### src/rtl/pwm_motor_driver.sv
// Dual-wheel H-bridge driver: shared PWM duty taps plus per-wheel direction FSM
// that inserts a dead time of DEAD_CYCLES clocks on every direction reversal.
module pwm_motor_driver #(
  parameter int unsigned CLK_DIV     = 195,
  parameter int unsigned DEAD_CYCLES = 50000
) (
  input  logic       clk,
  input  logic       rst_n,
  input  logic       Drive_En,
  input  logic       Speed_Wheel_1,
  input  logic       Speed_Wheel_2,
  input  logic [1:0] Control_Wheel_1,
  input  logic [1:0] Control_Wheel_2,
  output logic       pwm_255,
  output logic       pwm_250,
  output logic       pwm_220,
  output logic       pwm_150,
  output logic       pwm_0,
  output logic [1:0] Motor_In_1,
  output logic [1:0] Motor_In_2,
  output logic       Motor_En_1,
  output logic       Motor_En_2,
  output logic       Dead_Active_1,
  output logic       Dead_Active_2
);

  localparam logic [15:0] DivLast  = 16'(CLK_DIV - 1);
  localparam logic [15:0] DeadLoad = 16'(DEAD_CYCLES - 1);

  localparam logic [1:0] StStop = 2'd0;
  localparam logic [1:0] StRun  = 2'd1;
  localparam logic [1:0] StDead = 2'd2;

  logic [15:0] presc_q;
  logic [7:0]  phase_q;
  logic        tick;
  logic [4:0]  taps_q;

  assign tick = (presc_q == DivLast);

  always_ff @(posedge clk or negedge rst_n) begin
    if (!rst_n) begin
      presc_q <= '0;
      phase_q <= '0;
    end else if (!Drive_En) begin
      presc_q <= '0;
      phase_q <= '0;
    end else if (tick) begin
      presc_q <= '0;
      phase_q <= phase_q + 8'd1;
    end else begin
      presc_q <= presc_q + 16'd1;
    end
  end

  // Taps compare the current phase, so they lag a phase change by one clock.
  always_ff @(posedge clk or negedge rst_n) begin
    if (!rst_n) begin
      taps_q <= '0;
    end else if (!Drive_En) begin
      taps_q <= '0;
    end else begin
      taps_q <= {phase_q < 8'd255, phase_q < 8'd250, phase_q < 8'd220, phase_q < 8'd150, 1'b0};
    end
  end

  assign {pwm_255, pwm_250, pwm_220, pwm_150, pwm_0} = taps_q;

  logic [1:0]  req        [2];
  logic        spd        [2];
  logic [1:0]  state_q    [2];
  logic [1:0]  state_d    [2];
  logic [1:0]  applied_q  [2];
  logic [1:0]  applied_d  [2];
  logic [15:0] cnt_q      [2];
  logic [15:0] cnt_d      [2];
  logic [1:0]  motor_in_q [2];
  logic        motor_en_q [2];
  logic        dead_q     [2];

  assign req[0] = Control_Wheel_1;
  assign req[1] = Control_Wheel_2;
  assign spd[0] = Speed_Wheel_1;
  assign spd[1] = Speed_Wheel_2;

  // A request is a drive code (01/10) exactly when its two bits differ.
  always_comb begin
    for (int w = 0; w < 2; w++) begin
      state_d[w]   = state_q[w];
      applied_d[w] = applied_q[w];
      cnt_d[w]     = cnt_q[w];
      if (!Drive_En) begin
        state_d[w]   = StStop;
        applied_d[w] = 2'b00;
        cnt_d[w]     = '0;
      end else begin
        case (state_q[w])
          StRun: begin
            if (req[w] != applied_q[w]) begin
              if (req[w][0] ^ req[w][1]) begin
                state_d[w] = StDead;
                cnt_d[w]   = DeadLoad;
              end else begin
                state_d[w] = StStop;
              end
            end
          end
          StDead: begin
            if (cnt_q[w] == '0) begin
              if (req[w][0] ^ req[w][1]) begin
                state_d[w]   = StRun;
                applied_d[w] = req[w];
              end else begin
                state_d[w] = StStop;
              end
            end else begin
              cnt_d[w] = cnt_q[w] - 16'd1;
            end
          end
          default: begin
            if (req[w][0] ^ req[w][1]) begin
              state_d[w]   = StRun;
              applied_d[w] = req[w];
            end
          end
        endcase
      end
    end
  end

  // Outputs are registered from the next state so they change one clock after the request.
  always_ff @(posedge clk or negedge rst_n) begin
    if (!rst_n) begin
      for (int w = 0; w < 2; w++) begin
        state_q[w]    <= StStop;
        applied_q[w]  <= 2'b00;
        cnt_q[w]      <= '0;
        motor_in_q[w] <= 2'b00;
        motor_en_q[w] <= 1'b0;
        dead_q[w]     <= 1'b0;
      end
    end else begin
      for (int w = 0; w < 2; w++) begin
        state_q[w]    <= state_d[w];
        applied_q[w]  <= applied_d[w];
        cnt_q[w]      <= cnt_d[w];
        motor_in_q[w] <= (state_d[w] == StRun) ? applied_d[w] : 2'b00;
        motor_en_q[w] <= (state_d[w] == StRun) & spd[w];
        dead_q[w]     <= (state_d[w] == StDead);
      end
    end
  end

  assign Motor_In_1    = motor_in_q[0];
  assign Motor_In_2    = motor_in_q[1];
  assign Motor_En_1    = motor_en_q[0];
  assign Motor_En_2    = motor_en_q[1];
  assign Dead_Active_1 = dead_q[0];
  assign Dead_Active_2 = dead_q[1];

endmodule

### config.mk
export PLATFORM = sky130hd
export DESIGN_NAME = pwm_motor_driver
export DESIGN_NICKNAME = d
export VERILOG_FILES = /design/src/rtl/pwm_motor_driver.sv
export SDC_FILE = /design/constraint.sdc
export NUM_CORES = 1
export LEC_CHECK = 0
export CORE_MARGIN = 4
export CORE_UTILIZATION = 46
export CTS_CLUSTER_SIZE = 30
export DETAILED_ROUTE_END_ITERATION = 8
export SKIP_CTS_REPAIR_TIMING = 1
export SLEW_MARGIN = 40
export SYNTH_ARGS = -nofsm -noshare
export SYNTH_HDL_FRONTEND = slang
export SYNTH_SLANG_ARGS = --single-unit
### constraint.sdc
create_clock -name clk -period 7.2 [get_ports clk]
set_clock_uncertainty 0.2 [all_clocks]
set_input_delay 1.08 -clock clk [delete_from_list [all_inputs] [get_ports clk]]
set_output_delay 1.08 -clock clk [all_outputs]
set_load 0.01 [all_outputs]
* After elaboration in Yosys (flattened, before gate mapping)
Cells that the tools add are included.
** Word-level totals
- Word-level logic and storage cells :: 90
- Output and inout port bits :: 13
- Latch bits :: 0
- Bits in registers :: 77
- Input bits :: 9
- Memory bits (read-only) :: 0
- Memories kept :: 0
- Bits in writable memories :: 0
** Operators by class
- Divide/modulo/power cells :: 0
- Bitwise logic cells :: 4
- Multipliers :: 0
- Add/subtract/negate cells :: 4
- Multiplexer cells :: 39
- Equal/unequal tests :: 20
- Magnitude comparators :: 4
- Reductions and logical operators :: 4
- Shift-type cells :: 0
** Operators with widths (number)
- two-way mux 16 bit :: 10
- case mux 16 bit (2 select lines) :: 2
- two-way mux 2 bit :: 18
- zero test 16 bit :: 2
- less-than comparator 8 bit, second input constant :: 4
- subtractor 16 x 1 -> 16 bit, second input constant :: 2
- != test 3 bit, second input constant :: 6
- adder 16 x 1 -> 16 bit, second input constant :: 1
- == test 16 x 8 -> 1 bit, second input constant :: 1
- two-way mux 8 bit :: 2
- case mux 2 bit (2 select lines) :: 4
- adder 8 x 1 -> 8 bit, second input constant :: 1
- == test 2 x 1 -> 1 bit, second input constant :: 4
- == test 2 bit, second input constant :: 4
- AND reduction 4 bit :: 2
- != test 3 x 1 -> 1 bit, second input constant :: 2
- two-way mux 5 bit :: 1
- != test 2 bit :: 2
- AND 1 bit :: 2
- two-way mux 1 bit :: 2
- != test 2 x 1 -> 1 bit, second input constant :: 1
- XOR 1 bit :: 2

* Longest topological paths before layout
Gate-level depths: netlist of run 1.
- Word-level depth :: 7
- Depth in mapped cells :: 8
- Gate-level depth less buffers :: 7

* Worst setup path after synthesis of run 1
OpenSTA, ideal clock, no wires.
- Path type :: input port to flip-flop
- From :: in Control_Wheel_2[1]
- To :: reg cnt_q[14] (netlist name)
- Slack :: 4.326 ns
- Stages :: 6
- Arrival :: 2.519 ns
- Buffers on the path :: 1
- Data required time :: 6.845 ns
- Path through :: clkbuf_1 nand2b_1 o22ai_1 mux2i_1 nor3_1 a311oi_1
** Between the ends
- Longest elaborated chain between the ends :: 3
- Elaborated cells between the ends (all ways) :: 5
** RTL lines
- start, declared :: line 13 : input logic [1:0] Control_Wheel_2,
- != test 2 bit or XOR 1 bit (tied branches) :: line 99, 100
- != test 3 bit (no source line)
- AND reduction 4 bit (no source line) (*)
- end signal, assigned by index :: line 146 : cnt_q[w] <= cnt_d[w];
- end, declared :: line 75 : logic [15:0] cnt_q [2];
Every way passes the cells marked *; elsewhere a longest branch is shown, timed or not.
A chain may end at the register's enable or synchronous reset.

* Worst setup path in the final report of run 1
Ends and elaborated chain as after synthesis.

==> flow_summary_export.csv, run 1 <==
group,metric,value,unit
final_layout,area_delta_synth_final,10.5,%
floorplanning,io_pins,22,
sta,fmax,318,MHz
placed_design,post-place-ws,3490,ps
routing,routed.top_layer,"met4",
routing,wl_met1,4.80,mm
global_route,first_global_vias,3400,
cts,root_buffer,"clkbuf_8",
routing,drtAntennaViolNets,0,
synthesis,synth_seq_cells,76,
synthesis,yosys.area_share.adder,2.79,%
cts,clk_path_buf_depth,2,
outcome,status,"completed",
floorplanning,core_area,9280,um2
sta,hold_ws,274,ps
floorplanning,die_w,106,um
routing,drc,0,
placed_design,io_buffers,20,
synthesis,yosys.area_share.simple,25.3,%
sta,slew_viol_final,0,
sta,tns,0,ps
global_route,grt_pass1_wl,16.7,mm
final_layout,nets,499,
worst_setup_path,ff2ff_path_depth,7,
power,vdd_ir_drop_max,113,uV
cts,cts_buffers,9,
cts,cts_tree,"built",
routing,drt_iter0_drc,220,
worst_setup_path,crit_fanout,10,
routing,viasPerCell,5.88,
sta,rsz0062_at_grt,"no",
worst_setup_path,crit_path_start,"Control_Wheel_2[1]",
synthesis,synth_compound_area_share,16.8,%
routing,wl_met3,350,um
synthesis,ys_types,61,
floorplanning,fp.dieH,106,um
worst_setup_path,crit_arrival,3150,ps
synthesis,yosys.area.top_type,"dfrtp_1",
cts,cts.htree.levels,3,
final_layout,multi_input_area,2300,um2
synthesis,synthCells,472,
sta,layout_worst_path_cycle_share,43.7,%
routing,wl_per_cell,15.6,um
job,cap_violations,0,
synthesis,synth_top_family_by_area,"simple AND/OR/NAND/NOR gates",
synthesis,ys_seq_area_share,43.3,%
synthesis,synth_fp_nets,490,
sta,hold_viol_final,0,
sta,fin_crit,3150,ps
placed_design,dp_hpwl,6.34,mm
worst_setup_path,crit_required,7200,ps
worst_setup_path,worstSetupPathType,"in2reg",
synthesis,yosysWarnings,0,
final_layout,diodes,0,
sta,maxSlewHeadroom,52.1,%
sta,timing.final.ws_setup,4050,ps
routing,wl_met2,4.26,mm
worst_setup_path,cp.buffers_inverters,1,
global_route,grt.total_usage,18.1,%
worst_setup_path,critical-path-max-stage-delay,690,ps
worst_setup_path,crit_path_start_kind,"input pin",
worst_setup_path,path_cells,"clkdlybuf4s50_1 -> nand2b_1 -> o22ai_1 -> mux2i_1 -> nor3_2 -> a311oi_1",
synthesis,synthArstFlopShare,100,%
floorplanning,row_count,35,
synthesis,synth_top_area_share,43.3,%
worst_setup_path,critPathCapture,"cnt_q[14]",
final_layout,fillerInstances,892,
final_layout,drive_above_1_share,5.97,%
cts,insertion_delay,360,ps
placed_design,dp.cells,599,
worst_setup_path,worstSetupEndpointType,"flip-flop",
final_layout,regArea,1900,um2
synthesis,netlist_area,4390,um2
routing,drt-total-wl,9.57,mm
power,power_density,226,nW/um2
min_path,hold_path.class,"reg2reg",
global_route,grt_max_degree,77,
synthesis,synth_edf_count,0,
routing,vias,3616,
synthesis,synthTopCellsByArea,"dfrtp_1 (43%), a311oi_1 (3.0%), a31oi_1 (3.0%), nand2_1 (2.9%), nor2_1 (2.9%)",
worst_setup_path,cp.depth,6,
worst_setup_path,r2r-start,"state_q[0]",
placed_design,place_congestion,0.812,
floorplanning,dieArea,11200,um2
power,power.static_leakage,1.97,nW
synthesis,synth.area.mux_share,2.31,%
worst_setup_path,cp_slowest_cell,"clkdlybuf4s50_1",
synthesis,synth-xor-area-share,4.99,%
routing,dr.pass1.iters,5,
sta,setup_viol,0,
floorplanning,start_util,47.3,%
global_route,grt_overflow,0,
worst_setup_path,cp_top_family,"buffers and inverters",
synthesis,syn_area_per_cell,9.30,um2
sta,tightest_slew,718,ps
cts,cts_num_sinks,76,
worst_setup_path,timing.rr.end,"cnt_q[5]",
synthesis,synthFlopType,"dfrtp_1",
final_layout,final_cells,615,
synthesis,yosysMostFrequentCell,"dfrtp_1",
worst_setup_path,rrSetupSlack,4370,ps
global_route,antenna_found_initial,0,
cts,clkTransAtPathRegs,90,ps
synthesis,synth_commonest_cells,"dfrtp_1 (76), nand2_1 (34), nor2_1 (34)",
[per-stage QoR]
step                      utilization, %  total power, mW  area (um2)
after global routing                52.3             1.17        4850
after CTS                           52.2             1.11        4850
after detailed placement            50.2            0.794        4660
final                               52.3             1.10        4850
after global placement              50.2            0.789        4660
after floorplan                        -            0.721        4390
[metal layers]
layer	GRT usage, %	vias up
met4	5.74	0
met5	0	-
met1	26.3	1743
li1	-	1779
met2	27.3	78
met3	3.31	16
[worst min-delay path by stage]
stage | start | endpoint | slack, ps | cells after the start
floorplan | presc_q[0] | presc_q[0] | 250 | 1
global placement | presc_q[0] | presc_q[0] | 260 | 1
detailed placement | presc_q[0] | presc_q[0] | 270 | 1
CTS | presc_q[0] | presc_q[0] | 280 | 1
global route | cnt_q[15] | cnt_q[15] | 330 | 1
finish | presc_q[0] | presc_q[0] | 270 | 1
[layout make-up]
type                    instances  area share [%]
clock buffers                   9            2.55
clock inverters                 7            1.21
inverters                      23            1.78
multi-input cells             349            47.5
flip-flops and latches         76            39.2
well taps                     129            3.33
repair buffers                 22            4.46
[worst register-to-register path: cells and delay by family, from the launching register on]
kind,cells,cell delay [ps]
compound gates,3,560
fa+ha+maj,1,620
buf+inv,2,410
flops,1,430
simple gates,1,560
[layout by cell type (no fill, tap or decap), types with 6 or more instances in the layout]
master           count
dfrtp_1             76
nor2_1              34
nand2_1             34
inv_1               23
a31oi_1             21
clkdlybuf4s50_1     19
nor3_1              18
nor4_1              16
a311oi_1            15
nand2b_1            14
xor2_1              13
o21ai_0             13
a21oi_1             13
xnor2_1             12
nand4_1             12
nand3_1             11
or4_1                9
and2_1               9
ha_1                 9
clkbuf_8             9
or3_1                8
mux2i_1              8
nor3b_1              7
o31ai_1              7
nor2b_1              6
[sequential cells by signal, summed over array words and instances, names as in the netlist, 2 cells and up]
signal and flops:
phase_q 8, Motor_In_1 2, state_q 4, applied_q 4
presc_q 16, taps_q 4, cnt_q 32, Motor_In_2 2
[power by group]
group	total, mW	switching [mW]	leakage, nW	internal [mW]
clock network	0.306	0.177	0.0804	0.130
logic	0.295	0.174	0.857	0.121
registers	0.495	0.0371	1.03	0.458
[logic make-up after synthesis]
family                   after synthesis
flip-flops                            76
buffers and inverters                 47
XOR/XNOR                              25
AND/OR/NAND/NOR                      198
AO/OA/AOI/OAI                        105
multiplexers                          10
other                                  1
adder cells (fa/ha/maj)               10
No activity file was read; power rests on OpenSTA's default activity.
==> run 2, diff against run 1 <==
PLACE_DENSITY = 0.66   (was unset)
clock period = 2.8 ns   (was 7.2 ns; I/O delays follow)
==> run 2 against run 1 <==
Via count is 2.9% higher. Utilization is 2.7 points higher. Die area stayed put. Sequential power rose to 2.6 times the previous value. Design area rose by 5.1%. Non-clock buffer count up 28.
==> flow_summary_export.csv, run 2 (synthesis results as in run 1) <==
group,metric,value,unit
routing,viasPerCell,5.80,
worst_setup_path,cp.depth,5,
sta,hold_viol_final,0,
cts,cts_tree,"built",
worst_setup_path,ff2ff_path_depth,5,
routing,vias,3721,
worst_setup_path,rrSetupSlack,130,ps
floorplanning,row_count,35,
worst_setup_path,critical-path-max-stage-delay,620,ps
min_path,hp-start,"presc_q[0]",
job,cap_violations,0,
routing,wl_per_cell,15.2,um
global_route,grt_overflow,0,
worst_setup_path,timing.rr.end,"Motor_In_2[0]",
placed_design,io_buffers,20,
power,power.static_leakage,2.13,nW
floorplanning,core_area,9280,um2
sta,rsz0062_at_grt,"no",
final_layout,final_cell_mix,"dfrtp_1 (76), nor2_1 (34), nand2_1 (34)",
sta,fin_crit,2670,ps
worst_setup_path,crit_required,2820,ps
sta,timing.final.ws_setup,132,ps
sta,maxSlewHeadroom,59.1,%
floorplanning,die_w,106,um
sta,slew_viol_final,0,
global_route,grt_pass1_wl,16.6,mm
placed_design,place_congestion,0.798,
worst_setup_path,crit_path_start_kind,"flip-flop",
worst_setup_path,crit_fanout,5,
final_layout,area_delta_synth_final,16.2,%
sta,tightest_slew,610,ps
routing,drc,0,
placed_design,post-place-ws,36.8,ps
worst_setup_path,cp.buffers_inverters,0,
cts,cts_buffers,9,
cts,cts.htree.levels,3,
final_layout,drive_above_1_share,10.3,%
sta,fmax,375,MHz
sta,layout_worst_path_cycle_share,95.3,%
final_layout,final_area,5100,um2
worst_setup_path,worstSetupPathType,"reg2reg",
min_path,hold_path.class,"reg2reg",
worst_setup_path,path_cells,"or4_1 -> or4_4 -> or4_1 -> o311ai_1 -> nor3_1",
power,vdd_ir_drop_max,228,uV
worst_setup_path,crit_path_start,"cnt_q[6]",
cts,root_buffer,"clkbuf_8",
cts,clk_path_buf_depth,2,
final_layout,regMostFlops,"cnt_q",
final_layout,final_util,54.9,%
floorplanning,start_util,47.3,%
placed_design,dp_hpwl,6.79,mm
sta,hold_ws,278,ps
cts,cts_num_sinks,76,
routing,drt-total-wl,9.78,mm
placed_design,dpl_cell_area,4860,um2
worst_setup_path,cp_top_family,"simple AND/OR/NAND/NOR gates",
final_layout,final_cells,642,
global_route,first_global_vias,3597,
cts,clkTransAtPathRegs,80,ps
worst_setup_path,crit_arrival,2690,ps
final_layout,reg.largest.list,"cnt_q x32, presc_q x16, phase_q x8",
global_route,grt_max_degree,77,
final_layout,nets,527,
worst_setup_path,crit_top_cell,"or4_1",
final_layout,largest_reg_flops,32,
floorplanning,io_pins,22,
global_route,antenna_found_initial,0,
outcome,status,"completed",
placed_design,dp.cells,624,
worst_setup_path,worstSetupEndpointType,"flip-flop",
routing,drtAntennaViolNets,0,
sta,setup_viol,0,
sta,tns,0,ps
routing,dr.pass1.iters,5,
worst_setup_path,critPathCapture,"Motor_In_2[0]",
worst_setup_path,r2r-start,"cnt_q[6]",
final_layout,diodes,0,
power,power_density,588,nW/um2
cts,insertion_delay,350,ps
power,finalPower,3.00,mW
worst_setup_path,cp_slowest_cell,"or4_1",
routing,drt_iter0_drc,204,
final_layout,final_common_cell,"dfrtp_1",
floorplanning,fp.dieH,106,um
global_route,grt.total_usage,18.1,%
floorplanning,dieArea,11200,um2
run 2: changes by cell type in the layout (fill, tap and decap cells not counted), sizes merged:
cell / previous run / this run
clkbuf: 9 / 10
bufinv: 0 / 2
buf: 3 / 30
clkinv: 0 / 2
clkinvlp: 4 / 1
dlygate4sd3: 0 / 1
inv: 26 / 23
run 2: cell type report:
type,instances,area [um2]
Clock buffer,10,128
Clock inverter,5,77.6
Fill cell,889,4180
Inverter,23,86.3
Multi-Input combinational cell,349,2310
Sequential cell,76,1900
Tap cell,129,161
Timing Repair Buffer,50,438
run 2: worst min-delay path by stage:
| stage | endpoint | cells after the start | slack (ps) |
|---|---|---|---|
| 6_report | presc_q[0] | 1 | 280 |
| 5_1_grt | cnt_q[15] | 1 | 310 |
| 4_1_cts | cnt_q[5] | 2 | -110 |
| 3_5_place_dp | presc_q[0] | 1 | 270 |
| 3_3_place_gp | presc_q[0] | 1 | 260 |
| 2_1_floorplan | Dead_Active_1 | 0 | -80 |
run 2: report_power, final:
part / internal (mW) / switching (mW) / total [mW]
clock: 0.494 / 0.398 / 0.893
combinational: 0.368 / 0.466 / 0.834
sequential: 1.18 / 0.0941 / 1.27
total: 2.04 / 0.959 / 3.00
run 2: routing by layer:
| layer | track usage, % | part of all wire [%] |
|---|---|---|
| met4 | 4.63 | 1.4 |
| met2 | 31.4 | 48 |
| met5 | 0 | 0 |
| met1 | 22.6 | 46 |
| met3 | 4.41 | 4.7 |
==> run 3, diff against run 2 <==
DONT_BUFFER_PORTS = 1   (was unset)
PLACE_DENSITY = unset   (was 0.66)
clock period = 2.2 ns   (was 2.8 ns; I/O delays follow)
==> run 3 against run 2 <==
The flow now finishes with violations (negative hold slack, negative setup slack). Worst setup slack worse by 420 ps. Sequential power increased by 25%. Total power rose by 47%. Count of clock-buffer cells in the layout unchanged. Hold slack got worse by 820 ps. Utilization increased by 7.1 points. Global-route usage rose by 1.4 points. Die area unchanged. Register-to-register slack lost 420 ps. Sequential share of layout area is 4.3 points lower. Non-clock buffer count increased by 33.
==> flow_summary_export.csv, run 3 (synthesis results as in run 1) <==
group,metric,value,unit
outcome,status,"complete, but fails checks",
outcome,violations,"negative hold slack, negative setup slack",
worst_setup_path,worstSetupPathType,"reg2reg",
worst_setup_path,cp_top_family,"simple AND/OR/NAND/NOR gates",
global_route,grt_pass1_wl,17.9,mm
routing,drt_iter0_drc,209,
final_layout,diodes,0,
worst_setup_path,worstSetupEndpointType,"flip-flop",
routing,vias,3950,
worst_setup_path,critical-path-max-stage-delay,550,ps
sta,timing.final.ws_setup,-290,ps
sta,tightest_slew,625,ps
floorplanning,die_w,106,um
min_path,hold_path.class,"in2async",
placed_design,io_buffers,0,
sta,setup_viol,31,
global_route,antenna_found_initial,0,
power,power.static_leakage,2.39,nW
sta,maxSlewHeadroom,58.2,%
sta,hold_ws,-543,ps
final_layout,final_cell_mix,"dfrtp_1 (76), buf_4 (72), nor2_1 (32), nand2_1 (32), inv_1 (21)",
worst_setup_path,crit_fanout,2,
power,power_density,766,nW/um2
cts,clk_path_buf_depth,2,
worst_setup_path,crit_path_start_kind,"flip-flop",
placed_design,dpl_cell_area,5040,um2
final_layout,largest_reg_flops,32,
final_layout,regMostFlops,"cnt_q",
power,vdd_ir_drop_max,420,uV
sta,fin_crit,2490,ps
final_layout,nets,561,
floorplanning,core_area,9280,um2
worst_setup_path,cp_slowest_cell,"or4_4",
cts,cts_buffers,9,
sta,slew_viol_final,0,
cts,cts.htree.levels,3,
routing,dr.pass1.iters,4,
floorplanning,start_util,47.3,%
global_route,grt_max_degree,77,
sta,rsz0062_at_grt,"yes",
global_route,first_global_vias,3628,
placed_design,dp_hpwl,7.30,mm
cts,root_buffer,"clkbuf_8",
final_layout,reg.largest.list,"cnt_q x32, presc_q x16, phase_q x8",
worst_setup_path,cp.buffers_inverters,0,
worst_setup_path,crit_required,2280,ps
routing,drt-total-wl,11.3,mm
job,cap_violations,0,
routing,wl_per_cell,16.7,um
final_layout,final_common_cell,"dfrtp_1",
sta,fmax,402,MHz
cts,clkTransAtPathRegs,90,ps
floorplanning,dieArea,11200,um2
sta,tns,-4600,ps
routing,drc,0,
sta,hold_viol_final,76,
final_layout,area_delta_synth_final,31.3,%
floorplanning,row_count,35,
placed_design,place_congestion,0.828,
final_layout,final_area,5760,um2
worst_setup_path,crit_arrival,2570,ps
floorplanning,io_pins,22,
power,finalPower,4.41,mW
cts,cts_num_sinks,76,
global_route,grt.total_usage,19.5,%
worst_setup_path,path_cells,"or4_4 -> or3b_4 -> or3_4 -> or4_1 -> a21boi_1",
floorplanning,fp.dieH,106,um
cts,insertion_delay,360,ps
routing,viasPerCell,5.83,
global_route,grt_overflow,0,
cts,cts_tree,"built",
final_layout,drive_above_1_share,30.7,%
sta,layout_worst_path_cycle_share,113,%
routing,drtAntennaViolNets,0,
run 3: changes by cell type in the layout (fill, tap and decap cells not counted), sizes merged:
cell / delta
clkinvlp: +1
clkinv: -1
o211a: +1
clkdlybuf4s50: -19
dlygate4sd3: +3
buf: +49
inv: +2
bufinv: -1
run 3: area by class of cell:
cell class / instances / area (um2)
clock buffer: 10 / 138
clock inverter: 6 / 71.3
fill: 802 / 3520
inverter: 23 / 88.8
multi-input combinational: 350 / 2740
sequential: 76 / 1900
tap: 129 / 161
timing repair buffer: 83 / 668
run 3: final timing paths:
path | slack (ps) | depth (start not counted) | start | end
min in group clk | 40 | 3 | Drive_En | Motor_En_2
min reg2reg | 270 | 1 | presc_q[0] | presc_q[0]
min | -540 | 0 | rst_n | cnt_q[28]
max | -290 | 5 | cnt_q[17] | cnt_q[27]
max reg2reg | -290 | 5 | cnt_q[17] | cnt_q[27]
max in group asynchronous | 2220 | 0 | rst_n | cnt_q[0]
run 3: stage by stage:
step	setup slack, ps	hold slack (ps)	utilization (%)	cells
after floorplan	-303	-166	-	472
after global placement	-283	-164	54.3	648
after detailed placement	-289	-164	54.3	648
after CTS	-324	-560	56.5	664
after global routing	-338	-569	62.1	677
final	-290	-543	62.1	677
run 3: power by group:
part | switching, mW | internal (mW)
Clock | 0.576 | 0.566
Sequential | 0.0891 | 1.50
Combinational | 0.836 | 0.849
Total | 1.50 | 2.91
run 3: layer usage:
metal	share of wire (%)	track usage, %
met3	3.9	3.55
met2	48	30.1
met1	48	28.2
met4	0.64	5.00
met5	0	0
